[src/rtl/bin2bcd_seq.sv]
// bin2bcd_seq: sequential binary-to-BCD converter using shift-and-add-3.
// One conversion takes W shift cycles plus a single DONE cycle. The packed
// BCD result and leading-zero mask are held until the next completion.
module bin2bcd_seq #(
  parameter int W  = 8,
  parameter int ND = 3
) (
  input  logic            clk,
  input  logic            rst,
  input  logic            start,
  input  logic [W-1:0]    bin,
  output logic            busy,
  output logic            done,
  output logic [4*ND-1:0] bcd,
  output logic [ND-1:0]   lz
);

  localparam int CW = $clog2(W + 1);
  // The reset mask blanks every digit except the units digit, so the display reads "0".
  localparam logic [ND-1:0] LZ_RST = {ND{1'b1}} ^ ND'(1);

  typedef enum logic [1:0] {IDLE, SHIFT, DONE} state_t;

  state_t          state_q;
  logic [W-1:0]    shift_q;
  logic [4*ND-1:0] scratch_q;
  logic [CW-1:0]   cnt_q;
  logic            busy_q;
  logic            done_q;
  logic [4*ND-1:0] bcd_q;
  logic [ND-1:0]   lz_q;

  logic [4*ND-1:0] adjScratch;
  logic [4*ND-1:0] scratch_d;
  logic [W-1:0]    shift_d;
  logic [ND-1:0]   lz_d;

  // One shift step: add 3 to each digit >= 5 (no inter-digit carry), then shift {scratch, shift} left.
  always_comb begin
    adjScratch = scratch_q;
    for (int i = 0; i < ND; i++) begin
      if (scratch_q[4*i +: 4] >= 4'd5) begin
        adjScratch[4*i +: 4] = scratch_q[4*i +: 4] + 4'd3;
      end
    end
    scratch_d = {adjScratch[4*ND-2:0], shift_q[W-1]};
    shift_d   = {shift_q[W-2:0], 1'b0};
  end

  // Leading-zero mask of the post-shift scratch: digit i blanks when it and every higher digit are zero.
  always_comb begin : lzCalc
    logic zeroAbove;
    zeroAbove = 1'b1;
    lz_d      = '0;
    for (int i = ND - 1; i >= 1; i--) begin
      zeroAbove = zeroAbove & (scratch_d[4*i +: 4] == 4'd0);
      lz_d[i]   = zeroAbove;
    end
  end

  // Control FSM with the datapath registers and registered busy/done/bcd/lz outputs.
  always_ff @(posedge clk or posedge rst) begin
    if (rst) begin
      state_q   <= IDLE;
      shift_q   <= '0;
      scratch_q <= '0;
      cnt_q     <= '0;
      busy_q    <= 1'b0;
      done_q    <= 1'b0;
      bcd_q     <= '0;
      lz_q      <= LZ_RST;
    end else begin
      unique case (state_q)
        IDLE: begin
          if (start) begin
            shift_q   <= bin;
            scratch_q <= '0;
            cnt_q     <= '0;
            busy_q    <= 1'b1;
            state_q   <= SHIFT;
          end
        end
        SHIFT: begin
          shift_q   <= shift_d;
          scratch_q <= scratch_d;
          cnt_q     <= cnt_q + CW'(1);
          if (cnt_q == CW'(W - 1)) begin
            bcd_q   <= scratch_d;
            lz_q    <= lz_d;
            busy_q  <= 1'b0;
            done_q  <= 1'b1;
            state_q <= DONE;
          end
        end
        DONE: begin
          done_q  <= 1'b0;
          state_q <= IDLE;
        end
        default: begin
          busy_q  <= 1'b0;
          done_q  <= 1'b0;
          state_q <= IDLE;
        end
      endcase
    end
  end

  assign busy = busy_q;
  assign done = done_q;
  assign bcd  = bcd_q;
  assign lz   = lz_q;

endmodule

[config.mk]
export PLATFORM = sky130hd
export DESIGN_NAME = bin2bcd_seq
export DESIGN_NICKNAME = d
export VERILOG_FILES = /design/src/rtl/bin2bcd_seq.sv
export SDC_FILE = /design/constraint.sdc
export NUM_CORES = 1
export LEC_CHECK = 0
export BUFFER_PORTS_ARGS = -buffer_cell sky130_fd_sc_hd__buf_4
export CORE_ASPECT_RATIO = 1.25
export CORE_MARGIN = 3
export CORE_UTILIZATION = 40
export DETAILED_ROUTE_END_ITERATION = 8
export PLACE_DENSITY = 0.55
export REMOVE_ABC_BUFFERS = 1
export SLEW_MARGIN = 20
export SYNTH_ARGS = -nofsm -noshare
export SYNTH_HDL_FRONTEND = slang
export SYNTH_SLANG_ARGS = --single-unit
[constraint.sdc]
create_clock -name clk -period 2.3 [get_ports clk]
set_clock_uncertainty 0.2 [all_clocks]
set_input_delay 0.345 -clock clk [delete_from_list [all_inputs] [get_ports clk]]
set_output_delay 0.345 -clock clk [all_outputs]
set_load 0.05 [all_outputs]
==> results.md, run 1 <==
* Root buf cell: clkbuf_8
* RSZ-0062 raised after global routing: no
* Failing checks: hold timing
* Final worst path period share at 90.94%
* Pre-antenna DRT Iters at 4
* N_diodes at 0
* # resized after CTS at 0
* Die ar. at 6044 um^2
* Number of global-route vias before repair at 1688
* Flip-flop and latch area at 1054 um^2
* Max Buffers Root-to-Sink at 2
* Reg clk slew, reported paths at 80 ps
* Core box area at 4835 um^2
* Final worst path period need at 2092 ps
* Status: finished, violations left
* Max Slew Vio Count at 0
* Post CTS Setup Buffer Count at 0
* Initial core utilization at 42.55%
* CP delay by family, top: compound AO/OA/AOI/OAI gates
* Global-route wire length before repair at 7.638 mm
* Slowest cell on the critical path: dfrtp_1
* Total congestion overflow at 0
* Top Ports at 28
* DP HPWL at 3.191 mm
* Remaining DRCs at 0
* Placed Cells incl. Taps at 282
* Most frequent cell after synthesis: dfrtp_1
* Ys Warns at 0
* Cell variety after synth at 39
* Top FF cell, synth: dfrtp_1
* Post-synth ARST share at 100.0%
* Mapped Area at 2057 um^2
* Per-cell routed wire length at 15.42 um
* Avg Vias per Cell at 5.293
* Flops & latches, synth at 42
* Leak pwr at 0.001147 uW
* Register area share after synthesis at 51.22%
* Hold buffer count at CTS at 0
* Data arrival, critical path at 2090 ps
* Post-layout power at 3945 uW
* Critical path class: reg -> reg
* Die Y at 86.18 um
* Maximum vdd drop at 0.5879 mV
* Post-layout net count at 247
* Fin Hold WS at -6.775 ps
* Area Growth Syn to Fin at 17.94%
* Slew HR at 58.61%
* Multi-input combinational cell area at 929.6 um^2
* CTS H-tree depth at 2
* Share of post-route cells with drive strength above 1 at 23.48%
* Worst skew pair latency at 290 ps
* Post-synth top cells: dfrtp_1, nand2_1, o21ai_0
* Critical Path Source: scratch_q[8]
* Measured slew at the worst slew-check pin at 619.2 ps
* Top post-synthesis cells by area: dfrtp_1, o21ai_0, nand2_1, ha_1, a21oi_1
* Min-Delay Path Class: in -> async
* Startpoint type of the worst setup path: flip-flop
* Clock sink total at 42
* CTS tree: done
* Mean Syn Cell Area at 10.18 um^2
* Crit-path cells: ha_1, nand2b_2, a2111oi_4, o211ai_2, o41ai_2
* Post-Route WL at 4.472 mm
* DR iter-0 viols at 58
* Critical Path RT at 2300 ps
* Biggest area consumer among synthesized cells: dfrtp_1
* CP max stage delay at 480 ps
* CP Max Fanout at 6
* Area share of the largest cell type after synthesis at 48.66%
* PD cells at 1626 nW/um^2
* Routed vias at 1535
* Placement row count at 28
* Syn Inst Count at 202
* Non-Filler Instances at 290
* Largest net degree at the start of global routing at 43
* Placed Area at 2310 um^2
* Initial antenna violation count at 0
* Final Cell Area at 2426 um^2
* Fmax achieved at 0.4781 GHz
* CP bufs+invs at 0
* Filler instances at 453
* Setup TNS at 0 ps
* Reg-to-reg critical path startpoint: scratch_q[8]
* Routed Antenna Nets at 0
* GPL Wtd Cong at 0.7660
* Crit. End Element: flip-flop
* PortBufs at 26
* Die width at 70.14 um
* Max-Cap Viols at 0
* Post-synth EDFFs at 0
* Hold Fails Final Rpt at 13
* Final setup fails at 0
* GRT Util Overall at 15.97%
* Cts bufs inserted at 5
==> state kept, by name (all words and copies together), names as in the netlist <==
| signal | count |
|---|---|
| cnt_q | 4 |
| state_q | 2 |
| lz | 2 |
| scratch_q | 12 |
| bcd | 12 |
| shift_q | 8 |
| done | 1 |
| busy | 1 |
==> cells in the final DEF (no fill, tap or decap), types with 4 or more instances in the layout <==
| master | n |
|---|---|
| buf_4 | 30 |
| mux2_2 | 6 |
| o21ai_0 | 29 |
| nor3b_1 | 4 |
| ha_1 | 7 |
| clkbuf_8 | 5 |
| a22o_1 | 7 |
| and3b_1 | 8 |
| nand2_1 | 31 |
| inv_1 | 8 |
| dfrtp_1 | 40 |
| a21oi_1 | 14 |
==> cells by family (layout without fill, tap and decap cells) <==
family,after synthesis,count (layout),synth area share [%]
other cells,1,1,0.1823
simple gates,60,60,15.75
xor+xnor,3,3,1.278
mux,6,6,3.284
buf+inv,19,47,3.953
flops,42,42,51.22
compound gates,64,64,20.07
fa+ha+maj,7,7,4.258
==> where the power goes <==
part | switching (uW) | total, uW | internal [uW]
registers | 287 | 1360 | 1080
clock network | 255 | 574 | 320
logic | 1240 | 2010 | 767
==> area by class of cell <==
| cell class | count | share of cell area, % |
|---|---|---|
| Sequential cell | 42 | 43.42 |
| Tap cell | 60 | 3.094 |
| Timing Repair Buffer | 30 | 9.283 |
| Clock buffer | 5 | 2.837 |
| Multi-Input combinational cell | 141 | 38.32 |
| Inverter | 9 | 1.392 |
| Clock inverter | 3 | 1.650 |
==> per-stage QoR <==
step | setup slack (ps) | utilization, %
after floorplan | 243.2 | -
after global placement | 342.2 | 47.77
after detailed placement | 228.7 | 47.77
after CTS | 210.8 | 50.03
after global routing | 118.7 | 50.18
final | 208.4 | 50.18
==> worst paths after layout <==
path	slack, ps	cells after the start	end
worst max-delay path	210	5	lz[1]
worst min register to register	290	2	shift_q[1]
max in group asynchronous	1530	3	lz[2]
min in group clk	80	2	shift_q[0]
worst max register to register	210	5	lz[1]
worst min-delay path	-7	3	shift_q[1]
==> routing by layer <==
layer / vias to the layer above / global-route usage (%) / part of all wire [%]
met4: 0 / 7.491 / 2.1
met3: 10 / 3.132 / 3.8
met5: - / 0 / 0
met1: 735 / 17.44 / 42
met2: 31 / 29.58 / 52
li1: 759 / - / -
==> worst register-to-register path: stages, from the launching register on <==
cell and delay (ps):
dfrtp_1 480, ha_1 260, nand2b_2 210, a2111oi_4 370
o211ai_2 140, o41ai_2 330
(Power assumes the default switching activity.)
==> run 2, diff against run 1 <==
--- a/config.mk
+++ b/config.mk
@@ -7,10 +7,9 @@
 export LEC_CHECK = 0
 export BUFFER_PORTS_ARGS = -buffer_cell sky130_fd_sc_hd__buf_4
 export CORE_ASPECT_RATIO = 1.25
-export CORE_MARGIN = 3
-export CORE_UTILIZATION = 40
+export CORE_UTILIZATION = 45
 export DETAILED_ROUTE_END_ITERATION = 8
-export PLACE_DENSITY = 0.55
+export PLACE_DENSITY = 0.61
 export REMOVE_ABC_BUFFERS = 1
 export SLEW_MARGIN = 20
 export SYNTH_ARGS = -nofsm -noshare
==> run 2 against run 1 <==
  * The run now ends clean
  * Count of clock-buffer cells in the layout grew 2
  * Sequential cell count did not move
  * Setup slack gained 20 ps
  * Cell count fell by 0.34%
  * Via count rose by 0.46%
==> results.md, run 2 (synthesized netlist as in run 1, its figures left out) <==
* Status: finished, final reports clean
* Critical Path RT at 2290 ps
* # resized after CTS at 0
* CTS H-tree depth at 2
* Non-Filler Instances at 289
* Critical Path End: lz[1]
* Per-cell routed wire length at 14.25 um
* Routed Antenna Nets at 0
* Initial antenna violation count at 0
* Worst skew pair latency at 290 ps
* Total congestion overflow at 0
* CTS tree: done
* Commonest cells after routing, fill and taps aside: dfrtp_1, nand2_1, buf_4, o21ai_0, a21oi_1
* Avg Vias per Cell at 5.336
* Placement row count at 27
* Remaining DRCs at 0
* Measured slew at the worst slew-check pin at 1082 ps
* Max-Cap Viols at 0
* R2R setup slack at 230 ps
* DR iter-0 viols at 97
* Setup TNS at 0 ps
* GRT Util Overall at 19.45%
* Data arrival, critical path at 2060 ps
* PortBufs at 26
* Slew HR at 27.82%
* DP HPWL at 2.991 mm
* N_diodes at 0
* Min-Delay Path Class: in -> reg
* Final setup fails at 0
* Post-layout net count at 248
* Post-Route WL at 4.119 mm
* Pre-antenna DRT Iters at 4
* Maximum vdd drop at 1.027 mV
* Startpoint type of the worst setup path: flip-flop
* Critical path class: reg -> reg
* Max Buffers Root-to-Sink at 2
* Max Slew Vio Count at 0
* Worst Reg-to-Reg Cells at 5
* Reg-to-reg critical path startpoint: scratch_q[8]
* RSZ-0062 raised after global routing: no
* Number of global-route vias before repair at 1594
* CP Max Fanout at 6
* Share of post-route cells with drive strength above 1 at 22.94%
* Initial core utilization at 46.84%
* Finished Core Util at 54.84%
* Die ar. at 4847 um^2
* Die width at 62.47 um
* Global-route wire length before repair at 7.293 mm
* Largest net degree at the start of global routing at 43
* Area Growth Syn to Fin at 17.09%
* Top Ports at 28
* Final worst path period share at 90.05%
* Placed Cells incl. Taps at 280
* Critical Path Source: scratch_q[8]
* GPL Wtd Cong at 0.8099
* Hold buffer count at CTS at 1
* Fmax achieved at 0.4828 GHz
* Root buf cell: clkbuf_8
* Cts bufs inserted at 5
* Hold Fails Final Rpt at 0
* Final worst path period need at 2071 ps
* Routed vias at 1542
* Crit. End Element: flip-flop
* Most common cell after layout, fill and taps aside: dfrtp_1
* Die Y at 77.59 um
* Core box area at 4392 um^2
* Leak pwr at 0.001142 uW
* Reg clk slew, reported paths at 70 ps
* Reg2reg end: lz[1]
* Post CTS Setup Buffer Count at 0
* PD cells at 1585 nW/um^2
* Clock sink total at 42
-- run 2: cell count changes in the layout (fill, tap and decap cells not counted) --
cell,delta
clkinv_2,-1
o21bai_4,-1
o21bai_2,+1
clkbuf_1,+1
dlygate4sd3_1,+1
bufinv_16,-1
clkbuf_8,+1
-- run 2: critical path: stages, from the launching register on --
cell and delay (ps):
dfrtp_1 470, ha_1 250, nand2b_2 210, a2111oi_4 380, o211ai_2 140, o41ai_2 330
-- run 2: final cells by class --
class,count,area [um^2]
clock inverter,1,5.005
tap,58,72.57
sequential,42,1054
multi-input combinational,141,922.1
inverter,9,33.78
clock buffer,7,86.33
timing repair buffer,31,235.2
fill,411,1983
-- run 2: stage by stage --
| step | cell area (um^2) | setup slack (ps) | power (uW) | hold WS (ps) |
|---|---|---|---|---|
| after global routing | 2409 | 81.44 | 4134 | 69.66 |
| after floorplan | 2009 | 243.2 | 2781 | 250.1 |
| final | 2409 | 228.7 | 3818 | 78.91 |
| after global placement | 2307 | 340.3 | 3288 | 272.1 |
| after CTS | 2409 | 216.9 | 3863 | 67.84 |
| after detailed placement | 2307 | 234.1 | 3367 | 271.2 |
-- run 2: report_power, final --
part	internal (uW)	total, uW	switching, uW
combinational	764	1980	1220
sequential	1080	1360	278
clock	242	479	237
-- run 2: how the worst min path moves through the flow --
stage               startpoint          to  slack (ps)  cells past startpoint
floorplan           shift_q[3]  shift_q[3]         250                      2
global placement    shift_q[3]  shift_q[3]         270                      2
detailed placement        busy        busy         270                      1
CTS                     bin[0]  shift_q[0]          70                      2
global route            bin[0]  shift_q[0]          70                      2
finish                  bin[0]  shift_q[0]          80                      2
-- run 2: routing by layer --
metal / wire, um / part of all wire, % / global-route usage, % / up-vias
li1: - / - / - / 760
met1: 1677 / 41 / 21.55 / 742
met2: 2231 / 54 / 36.09 / 33
met3: 149 / 3.6 / 4.559 / 7
met4: 60 / 1.5 / 6.279 / 0
met5: 0 / 0 / 0 / -
==> run 3, diff against run 2 <==
--- a/config.mk
+++ b/config.mk
@@ -9,7 +9,7 @@
 export CORE_ASPECT_RATIO = 1.25
 export CORE_UTILIZATION = 45
 export DETAILED_ROUTE_END_ITERATION = 8
-export PLACE_DENSITY = 0.61
+export PLACE_DENSITY_LB_ADDON = 0.2
 export REMOVE_ABC_BUFFERS = 1
 export SLEW_MARGIN = 20
 export SYNTH_ARGS = -nofsm -noshare
==> run 3 against run 2 <==
  * The run now ends with hold timing left
  * Hold slack worse by 98 ps
  * Global-route usage shrank 1.1 points
  * Combinational power about the same
  * Count of clock-buffer cells in the layout up 1
  * Final area down 0.57%
  * Sequential cell count unchanged
  * Utilization fell by 0.31 points
  * Largest power group unchanged
==> results.md, run 3 (synthesized netlist as in run 1, its figures left out) <==
* Leak pwr at 0.001133 uW
* Initial antenna violation count at 0
* Critical Path Source: scratch_q[8]
* R2R setup slack at 260 ps
* Final setup fails at 0
* Critical path class: reg -> reg
* CP Max Fanout at 6
* Failing checks: hold timing
* Max-Cap Viols at 0
* Setup TNS at 0 ps
* Slew HR at 32.79%
* Number of global-route vias before repair at 1550
* Cts bufs inserted at 5
* Global-route wire length before repair at 7.031 mm
* RSZ-0062 raised after global routing: no
* Measured slew at the worst slew-check pin at 1007 ps
* Pre-antenna DRT Iters at 4
* Top Ports at 28
* Hold buffer count at CTS at 0
* Max Buffers Root-to-Sink at 2
* Reg2reg end: lz[1]
* Hold Fails Final Rpt at 33
* Routed vias at 1531
* Filler instances at 425
* PD cells at 1572 nW/um^2
* Post-layout power at 3765 uW
* Final worst path period need at 2040 ps
* Most common cell after layout, fill and taps aside: dfrtp_1
* Multi-input combinational cell area at 922.1 um^2
* PortBufs at 26
* CTS tree: done
* Core box area at 4392 um^2
* Remaining DRCs at 0
* Die Y at 77.59 um
* Worst skew pair latency at 290 ps
* Max Slew Vio Count at 0
* Total congestion overflow at 0
* Reg clk slew, reported paths at 80 ps
* Placement row count at 27
* Die ar. at 4847 um^2
* Data arrival, critical path at 2040 ps
* Routed Antenna Nets at 0
* GPL Wtd Cong at 0.7181
* Maximum vdd drop at 0.6935 mV
* Commonest cells after routing, fill and taps aside: dfrtp_1, nand2_1, buf_4, o21ai_0, a21oi_1
* Critical Path End: lz[1]
* Post CTS Setup Buffer Count at 0
* Fmax achieved at 0.4902 GHz
* DR iter-0 viols at 27
* Share of post-route cells with drive strength above 1 at 22.51%
* DP HPWL at 2.719 mm
* N_diodes at 0
* CTS H-tree depth at 2
* Per-cell routed wire length at 13.59 um
* Area Growth Syn to Fin at 16.42%
* Crit. End Element: flip-flop
* Post-Route WL at 3.928 mm
* Worst Reg-to-Reg Cells at 5
* GRT Util Overall at 18.37%
* Die width at 62.47 um
* Fin Hold WS at -18.69 ps
* Final worst path period share at 88.70%
* Startpoint type of the worst setup path: flip-flop
* Critical Path RT at 2300 ps
* Initial core utilization at 46.84%
* Clock sink total at 42
* # resized after CTS at 0
* Largest net degree at the start of global routing at 43
* Status: finished, violations left
* Post-layout net count at 248
* Reg-to-reg critical path startpoint: scratch_q[8]
* Root buf cell: clkbuf_8
* Flip-flop and latch area at 1054 um^2
* Min-Delay Path Class: in -> async
* Avg Vias per Cell at 5.298
## run 3: cell types whose count changed in the layout (fill, tap and decap cells not counted), sizes merged
cell,before,now
clkinv,1,0
clkbuf,7,8
dlygate4sd3,1,0
buf,30,31
## run 3: worst min path at each step
stage                    start    endpoint  slack [ps]  depth (start not counted)
finish                     rst  shift_q[0]         -20                          3
global route               rst  shift_q[3]          40                          3
CTS                        rst  shift_q[3]           3                          3
detailed placement      bcd[0]      bcd[0]         260                          2
global placement        bcd[7]      bcd[7]         260                          2
floorplan           shift_q[3]  shift_q[3]         250                          2
## run 3: where the power goes
group	leakage, uW	internal, uW	switching, uW
combinational	0.000566	766	1180
clock	0.0000395	216	241
sequential	0.000527	1080	285
total	0.00113	2060	1710
## run 3: worst max-delay path, stage by stage, from the launching register on
cell	delay, ps
dfrtp_1	470
ha_1	250
nand2b_2	200
a2111oi_4	370
o211ai_2	140
o41ai_2	320
## run 3: layer usage
metal / part of all wire [%] / vias to the layer above / track usage [%]
li1: - / 758 / -
met1: 45 / 733 / 21.90
met2: 50 / 34 / 32.50
met3: 3.9 / 6 / 3.824
met4: 1.5 / 0 / 6.279
met5: 0 / - / 0
## run 3: layout make-up
| class | count | area share, % |
|---|---|---|
| Clock buffer | 8 | 3.344 |
| Inverter | 9 | 1.411 |
| Multi-Input combinational cell | 141 | 38.51 |
| Sequential cell | 42 | 43.99 |
| Tap cell | 58 | 3.030 |
| Timing Repair Buffer | 31 | 9.718 |
## run 3: metrics by stage
stage	setup slack [ps]	std cells	hold WS (ps)	area, um^2	utilization (%)
floorplan	243.2	192	250.1	2009	-
global placement	333.3	281	262.9	2315	52.71
detailed placement	265.0	281	263.6	2315	52.71
CTS	247.6	289	2.891	2395	54.53
global route	139.8	289	42.36	2395	54.53
finish	259.8	289	-18.69	2395	54.53
